### src/rtl/spi_reg_ctrl_if.sv
// Byte-level handshake between spi_device and the register controller.
// Signal suffixes are named from the controller's point of view.
interface spi_reg_ctrl_if;
    logic       ssn_i;
    logic [7:0] rx_data_i;
    logic       rx_valid_i;
    logic [7:0] tx_data_o;
    logic       tx_load_o;

    modport slave (
        input  ssn_i,
        input  rx_data_i,
        input  rx_valid_i,
        output tx_data_o,
        output tx_load_o
    );

    modport master (
        output ssn_i,
        output rx_data_i,
        output rx_valid_i,
        input  tx_data_o,
        input  tx_load_o
    );
endinterface

### src/rtl/spi_reg_ctrl.sv
// Command sequencer and register bank behind spi_device: frames the received byte
// stream into a command byte plus data bytes, executing burst writes and burst reads.
module spi_reg_ctrl #(
    parameter int unsigned ADDR_W    = 4,
    parameter logic [7:0]  RESET_VAL = 8'h00,
    parameter logic [7:0]  STATUS_B  = 8'hA5
) (
    input  logic                        wb_clk_i,
    input  logic                        wb_rst_i,
    spi_reg_ctrl_if.slave               spi,
    output logic [8*(2**ADDR_W)-1:0]    regs_o,
    output logic                        wr_stb_o,
    output logic [ADDR_W-1:0]           wr_addr_o,
    output logic                        busy_o
);

    localparam int unsigned NREGS = 2**ADDR_W;

    typedef enum logic [2:0] {
        SYNC,
        IDLE,
        CMD,
        WR,
        RD
    } state_e;

    state_e            state_q, state_d;
    logic [ADDR_W-1:0] addr_q, addr_d;
    logic [7:0]        txData_q, txData_d;
    logic              txLoad_q, txLoad_d;
    logic              wrStb_q, wrStb_d;
    logic [ADDR_W-1:0] wrAddr_q, wrAddr_d;
    logic [7:0]        regs_q [NREGS];
    logic              regWe;
    logic [ADDR_W-1:0] cmdAddr;
    logic              rxByte;

    assign cmdAddr = spi.rx_data_i[ADDR_W-1:0];
    // A byte arriving together with the chip-select release is dropped.
    assign rxByte  = spi.rx_valid_i && !spi.ssn_i;

    always_ff @(posedge wb_clk_i) begin
        if (wb_rst_i) begin
            state_q <= SYNC;
        end else begin
            state_q <= state_d;
        end
    end

    always_comb begin
        state_d = state_q;
        case (state_q)
            SYNC: begin
                if (spi.ssn_i) begin
                    state_d = IDLE;
                end
            end
            IDLE: begin
                if (!spi.ssn_i) begin
                    state_d = CMD;
                end
            end
            CMD: begin
                if (spi.ssn_i) begin
                    state_d = IDLE;
                end else if (spi.rx_valid_i) begin
                    state_d = spi.rx_data_i[7] ? WR : RD;
                end
            end
            WR, RD: begin
                if (spi.ssn_i) begin
                    state_d = IDLE;
                end
            end
            default: state_d = SYNC;
        endcase
    end

    always_comb begin
        addr_d   = addr_q;
        txData_d = txData_q;
        txLoad_d = 1'b0;
        wrStb_d  = 1'b0;
        wrAddr_d = wrAddr_q;
        regWe    = 1'b0;
        case (state_q)
            IDLE: begin
                if (!spi.ssn_i) begin
                    txData_d = STATUS_B;
                    txLoad_d = 1'b1;
                end
            end
            CMD: begin
                if (rxByte) begin
                    if (spi.rx_data_i[7]) begin
                        addr_d = cmdAddr;
                    end else begin
                        // Read bursts answer the command byte itself with the first register.
                        txData_d = regs_q[cmdAddr];
                        txLoad_d = 1'b1;
                        addr_d   = cmdAddr + ADDR_W'(1);
                    end
                end
            end
            WR: begin
                if (rxByte) begin
                    regWe    = 1'b1;
                    wrStb_d  = 1'b1;
                    wrAddr_d = addr_q;
                    addr_d   = addr_q + ADDR_W'(1);
                end
            end
            RD: begin
                if (rxByte) begin
                    txData_d = regs_q[addr_q];
                    txLoad_d = 1'b1;
                    addr_d   = addr_q + ADDR_W'(1);
                end
            end
            default: begin
            end
        endcase
    end

    always_ff @(posedge wb_clk_i) begin
        if (wb_rst_i) begin
            addr_q   <= '0;
            txData_q <= 8'h00;
            txLoad_q <= 1'b0;
            wrStb_q  <= 1'b0;
            wrAddr_q <= '0;
        end else begin
            addr_q   <= addr_d;
            txData_q <= txData_d;
            txLoad_q <= txLoad_d;
            wrStb_q  <= wrStb_d;
            wrAddr_q <= wrAddr_d;
        end
    end

    always_ff @(posedge wb_clk_i) begin
        if (wb_rst_i) begin
            for (int i = 0; i < NREGS; i++) begin
                regs_q[i] <= RESET_VAL;
            end
        end else if (regWe) begin
            regs_q[addr_q] <= spi.rx_data_i;
        end
    end

    for (genvar k = 0; k < NREGS; k++) begin : g_flat
        assign regs_o[8*k +: 8] = regs_q[k];
    end

    assign spi.tx_data_o = txData_q;
    assign spi.tx_load_o = txLoad_q;
    assign wr_stb_o      = wrStb_q;
    assign wr_addr_o     = wrAddr_q;
    assign busy_o        = (state_q == CMD) || (state_q == WR) || (state_q == RD);

endmodule

### src/flat_wrapper.sv
// flat-port wrapper written by rule: the top's interface ports become plain ports
module spi_reg_ctrl_flat 
#(
    parameter int unsigned ADDR_W    = 4,
    parameter logic [7:0]  RESET_VAL = 8'h00,
    parameter logic [7:0]  STATUS_B  = 8'hA5
)
  (wb_clk_i, wb_rst_i, regs_o, wr_stb_o, wr_addr_o, busy_o, spi_ssn_i, spi_rx_data_i, spi_rx_valid_i, spi_tx_data_o, spi_tx_load_o);
  spi_reg_ctrl_if spi_i ();
  input  logic wb_clk_i;
  input  logic wb_rst_i;
  output logic [8*(2**ADDR_W)-1:0] regs_o;
  output logic wr_stb_o;
  output logic [ADDR_W-1:0] wr_addr_o;
  output logic busy_o;
  input wire logic [$bits(spi_i.ssn_i)-1:0] spi_ssn_i;
  input wire logic [$bits(spi_i.rx_data_i)-1:0] spi_rx_data_i;
  input wire logic [$bits(spi_i.rx_valid_i)-1:0] spi_rx_valid_i;
  output wire logic [$bits(spi_i.tx_data_o)-1:0] spi_tx_data_o;
  output wire logic [$bits(spi_i.tx_load_o)-1:0] spi_tx_load_o;
  assign spi_i.ssn_i = spi_ssn_i;
  assign spi_i.rx_data_i = spi_rx_data_i;
  assign spi_i.rx_valid_i = spi_rx_valid_i;
  assign spi_tx_data_o = spi_i.tx_data_o;
  assign spi_tx_load_o = spi_i.tx_load_o;
  spi_reg_ctrl #(.ADDR_W(ADDR_W), .RESET_VAL(RESET_VAL), .STATUS_B(STATUS_B)) u_core (.wb_clk_i(wb_clk_i), .wb_rst_i(wb_rst_i), .spi(spi_i), .regs_o(regs_o), .wr_stb_o(wr_stb_o), .wr_addr_o(wr_addr_o), .busy_o(busy_o));
endmodule
### config.mk
export PLATFORM = sky130hd
export DESIGN_NAME = spi_reg_ctrl_flat
export DESIGN_NICKNAME = d
export VERILOG_FILES = /design/src/rtl/spi_reg_ctrl_if.sv /design/src/rtl/spi_reg_ctrl.sv /design/src/flat_wrapper.sv
export SDC_FILE = /design/constraint.sdc
export NUM_CORES = 1
export LEC_CHECK = 0
export ABC_AREA = 1
export CORE_MARGIN = 1
export CORE_UTILIZATION = 49
export DETAILED_ROUTE_END_ITERATION = 16
export GPL_ROUTABILITY_DRIVEN = 0
export PLACE_DENSITY = 0.74
export SETUP_SLACK_MARGIN = 0.15
export SLEW_MARGIN = 20
export SYNTH_ARGS = -nofsm -noshare
export SYNTH_HDL_FRONTEND = slang
export SYNTH_SLANG_ARGS = --single-unit
### constraint.sdc
create_clock -name wb_clk_i -period 2.41 [get_ports wb_clk_i]
set_clock_uncertainty 0.15 [all_clocks]
set_input_delay 0.482 -clock wb_clk_i [delete_from_list [all_inputs] [get_ports wb_clk_i]]
set_output_delay 0.482 -clock wb_clk_i [all_outputs]
set_load 0.01 [all_outputs]
==> metrics.csv <==
stage;metric;value;unit
timing;RSZ-0062 raised after global routing;false;
placement;HPWL Detailed;20700;um
synthesis;share of the synthesized area in the top cell type;0.434;
layout;multi-input gate area in the final layout;3610;sq um
setup_path;CP endpoint kind;output pin;
die;# IOs;155;
global_route;vias in the first global route;8335;
timing;Tmin final;2.12;ns
global_route;largest net degree at the start of global routing;73;
setup_path;worst r2r src;u_core.state_q[2]$_SDFFE_PP0P_;
setup_path;flop2flop setup slack;0.32;ns
setup_path;Buf/Inv on CP;2;
layout;FF/Latch Area;4350;sq um
synthesis;post-synthesis compound-gate area fraction;0.0281;
min_path;cell count of the worst hold path;2;
die;Die ar.;18600;sq um
synthesis;post-synthesis adder-cell area fraction;0.00706;
pwr;Peak VDD IR;0.584;mV
synthesis;Netlist cell types;27;
min_path;Hold WC Path Type;reg -> reg;
synthesis;syn avg cell area;7.57;sq um
global_route;Total GRT Usage;0.335;
drt;TritonRoute pass-1 iters;6;
die;# rows;48;
clock_tree;clock slew at reported path FFs;0.06;ns
layout;Area Overhead vs Synth;33.6;%
setup_path;critical path data arrival time;1.49;ns
timing;FMAX;0.471;GHz
setup_path;Max stage delay cell, worst path;dfxtp_2;
synthesis;Primary FF master, synth;edfxtp_1;
setup_path;critical path startpoint category;flip-flop;
global_route;antenna violations before repair;0;
layout;layout cell share with drive strength beyond 1;0.122;
clock_tree;H-tree Lvls;4;
timing;fin crit share;0.882;
layout;NumNets Final;1378;
clock_tree;CTS tree;built;
min_path;Hold EP;u_core.wr_addr_o[0]$_SDFFE_PP0P_;
global_route;global route overflow;0;
synthesis;number of cells produced by synthesis;1170;
drt;number of remaining DRC errors;0;
synthesis;Async SR Flop Fraction;0;
min_path;min-delay src;u_core.wr_addr_o[0]$_SDFFE_PP0P_;
pwr;pwr dens;640;nW/um^2
layout;fin area;11800;sq um
timing;max-slew violation count;0;
synthesis;#FFs+latches synth;153;
timing;final setup fails;0;
pwr;total power;7.58;mW
synthesis;commonest cells in the netlist;nand2_1, nand3_1, inv_1, nor2_1, edfxtp_1;
synthesis;sequential fraction of the synthesis area;0.490;
clock_tree;Clock Tree Root;clkbuf_16;
timing;Setup TNS;0;ns
drt;WL/cell;18.8;um
setup_path;CP most frequent cell;nand2_1;
setup_path;WP data required;1.78;ns
global_route;first-pass GRT wire length;45800;um
die;Starting Density;0.507;
synthesis;Ys Warns;0;
timing;final hold vios;0;
die;die extent in x;136;um
status;outcome;finished clean;
placement;dpl cell area;11200;sq um
setup_path;slowest cell delay on critical path;0.35;ns
layout;# fillers;1442;
timing;setup ws final;0.285;ns
clock_tree;Skew-Pair Late Insertion Delay;0.45;ns
setup_path;cell chain of the critical path;nor2_2 > nand2_1 > nand2_1 > inv_1 > nand2_1 > clkdlybuf4s15_1;
synthesis;Post-Synth Simple-Gate Area;0.366;
drt;Routed WL;30100;um
layout;antenna cell count;0;
synthesis;Syn Nets;1187;
synthesis;Synth Area in XOR/XNOR;0.00297;
setup_path;Worst R2R End;u_core.regs_q[6][4]$_SDFFCE_PN0P_;
placement;placed insts;1565;
setup_path;CP Max Fanout;5;
synthesis;Area contributors post-synth;edfxtp_1, nand2_1, nand3_1;
placement;IO buf count;154;
synthesis;dominant cell type by area after synthesis;edfxtp_1;
synthesis;mux contribution to synthesized area;0;
die;Die Span Y;136;um
synthesis;EDFF count, synth;128;
synthesis;main combinational cell family by area after synthesis;simple AND/OR/NAND/NOR gates;
synthesis;Post-Syn Area;8860;sq um
drt;vias;8996;
drt;antenna-violating nets left;0;
timing;measured slew at the worst slew-check pin;0.536;ns
die;core area;17500;sq um
setup_path;family with the most delay on the worst path;simple AND/OR/NAND/NOR gates;
setup_path;worst setup path class;reg -> out;
drt;initial DRC count;1491;
synthesis;most frequent cell after synthesis;nand2_1;
layout;post-route insts no fill;1599;
clock_tree;Longest Clk Path Bufs;2;
placement;pre-CTS setup slack;-0.263;ns
setup_path;Worst Reg-to-Reg Cells;11;
clock_tree;clk sinks;153;
timing;Slew HR;0.642;
drt;drt via density;5.63;
clock_tree;number of buffers created by CTS;17;
setup_path;Crit path depth;6;
job;max cap viols;0;
clock_tree;Hold-fix buffers, CTS;0;
pwr;Pleak;5.57;nW
worst max-delay path by stage:
| stage | start | endpoint | slack (ns) |
|---|---|---|---|
| after detailed placement | spi_rx_valid_i | u_core.regs_q[4][7]$_SDFFCE_PN0P_ | -0.26 |
| final | u_core.state_q[0]$_SDFFE_PP0P_ | busy_o | 0.29 |
| after floorplan | spi_rx_valid_i | u_core.regs_q[9][0]$_SDFFCE_PN0P_ | 0.32 |
| after global placement | spi_rx_valid_i | u_core.regs_q[14][2]$_SDFFCE_PN0P_ | -0.19 |
| after global routing | u_core.state_q[0]$_SDFFE_PP0P_ | busy_o | 0.16 |
| after CTS | u_core.state_q[1]$_SDFFE_PP0P_ | busy_o | 0.19 |
worst min-delay path, delay by kind of cell, from the launching register on:
family	cells	cell delay, ns
flops	1	0.33
compound gates	2	0.18
cells by family (layout without fill, tap and decap cells):
family / Yosys count / count (layout)
buf+inv: 240 / 444
simple gates: 724 / 724
xor+xnor: 3 / 3
compound gates: 45 / 45
fa+ha+maj: 5 / 5
flops: 153 / 153
power by group:
part / switching, mW / internal [mW] / leakage [nW] / total [mW]
clock: 1.14 / 1.53 / 0.271 / 2.67
sequential: 0.132 / 3.02 / 1.53 / 3.15
combinational: 1.08 / 0.687 / 3.78 / 1.76
total: 2.35 / 5.23 / 5.57 / 7.58
repair_timing:
item / CTS / global route
resized for setup: 2 / 16
buffers inserted: 0 / 2
setup endpoints to repair: 1 / 63
pin swaps: 0 / 4
registers in the layout (all words and copies together) (netlist names), named ones only:
signal,flops
u_core.regs_q,128
u_core.spi.tx_data_o,8
u_core.addr_q,4
u_core.wr_addr_o,4
u_core.state_q,3
u_core.spi.tx_load_o,1
u_core.wr_stb_o,1
metal layers:
metal	part of all wire	vias up	track usage
li1	-	4097	-
met1	0.38	4181	0.437
met2	0.46	622	0.529
met3	0.11	96	0.0813
met4	0.040	0	0.145
met5	0	-	0
final cells by class:
cell class / instances / area share
flip-flops and latches: 153 / 0.367
multi-input cells: 777 / 0.305
repair buffers: 239 / 0.200
inverters: 173 / 0.0553
clock buffers: 18 / 0.0363
well taps: 225 / 0.0238
clock inverters: 14 / 0.0125
cell usage in the layout, fill, tap and decap left out, types with 2 or more instances in the layout:
| cell | n |
|---|---|
| nor2_1 | 134 |
| clkbuf_16 | 17 |
| inv_1 | 165 |
| a21oi_1 | 13 |
| nand2_4 | 17 |
| inv_6 | 4 |
| buf_12 | 15 |
| nand2_1 | 319 |
| nand3_1 | 226 |
| nor2_4 | 3 |
| dfxtp_1 | 22 |
| xor2_1 | 2 |
| clkdlybuf4s50_1 | 150 |
| clkinvlp_4 | 4 |
| nand2_2 | 4 |
| clkinv_1 | 3 |
| nor2_8 | 4 |
| o21ai_0 | 22 |
| clkinv_4 | 2 |
| nor2_2 | 14 |
| edfxtp_1 | 128 |
| buf_4 | 70 |
| dfxtp_2 | 3 |
| ha_1 | 5 |
| dlymetal6s2s_1 | 2 |
| bufinv_16 | 2 |
| clkinv_2 | 2 |
| o211ai_1 | 9 |
| inv_2 | 5 |
stage by stage:
stage | hold WS [ns] | util
final | 0.391 | 0.677
after CTS | 0.397 | 0.674
after detailed placement | 0.379 | 0.641
after floorplan | 0.348 | -
after global routing | 0.419 | 0.677
after global placement | 0.372 | 0.641
(Power assumes the default switching activity.)
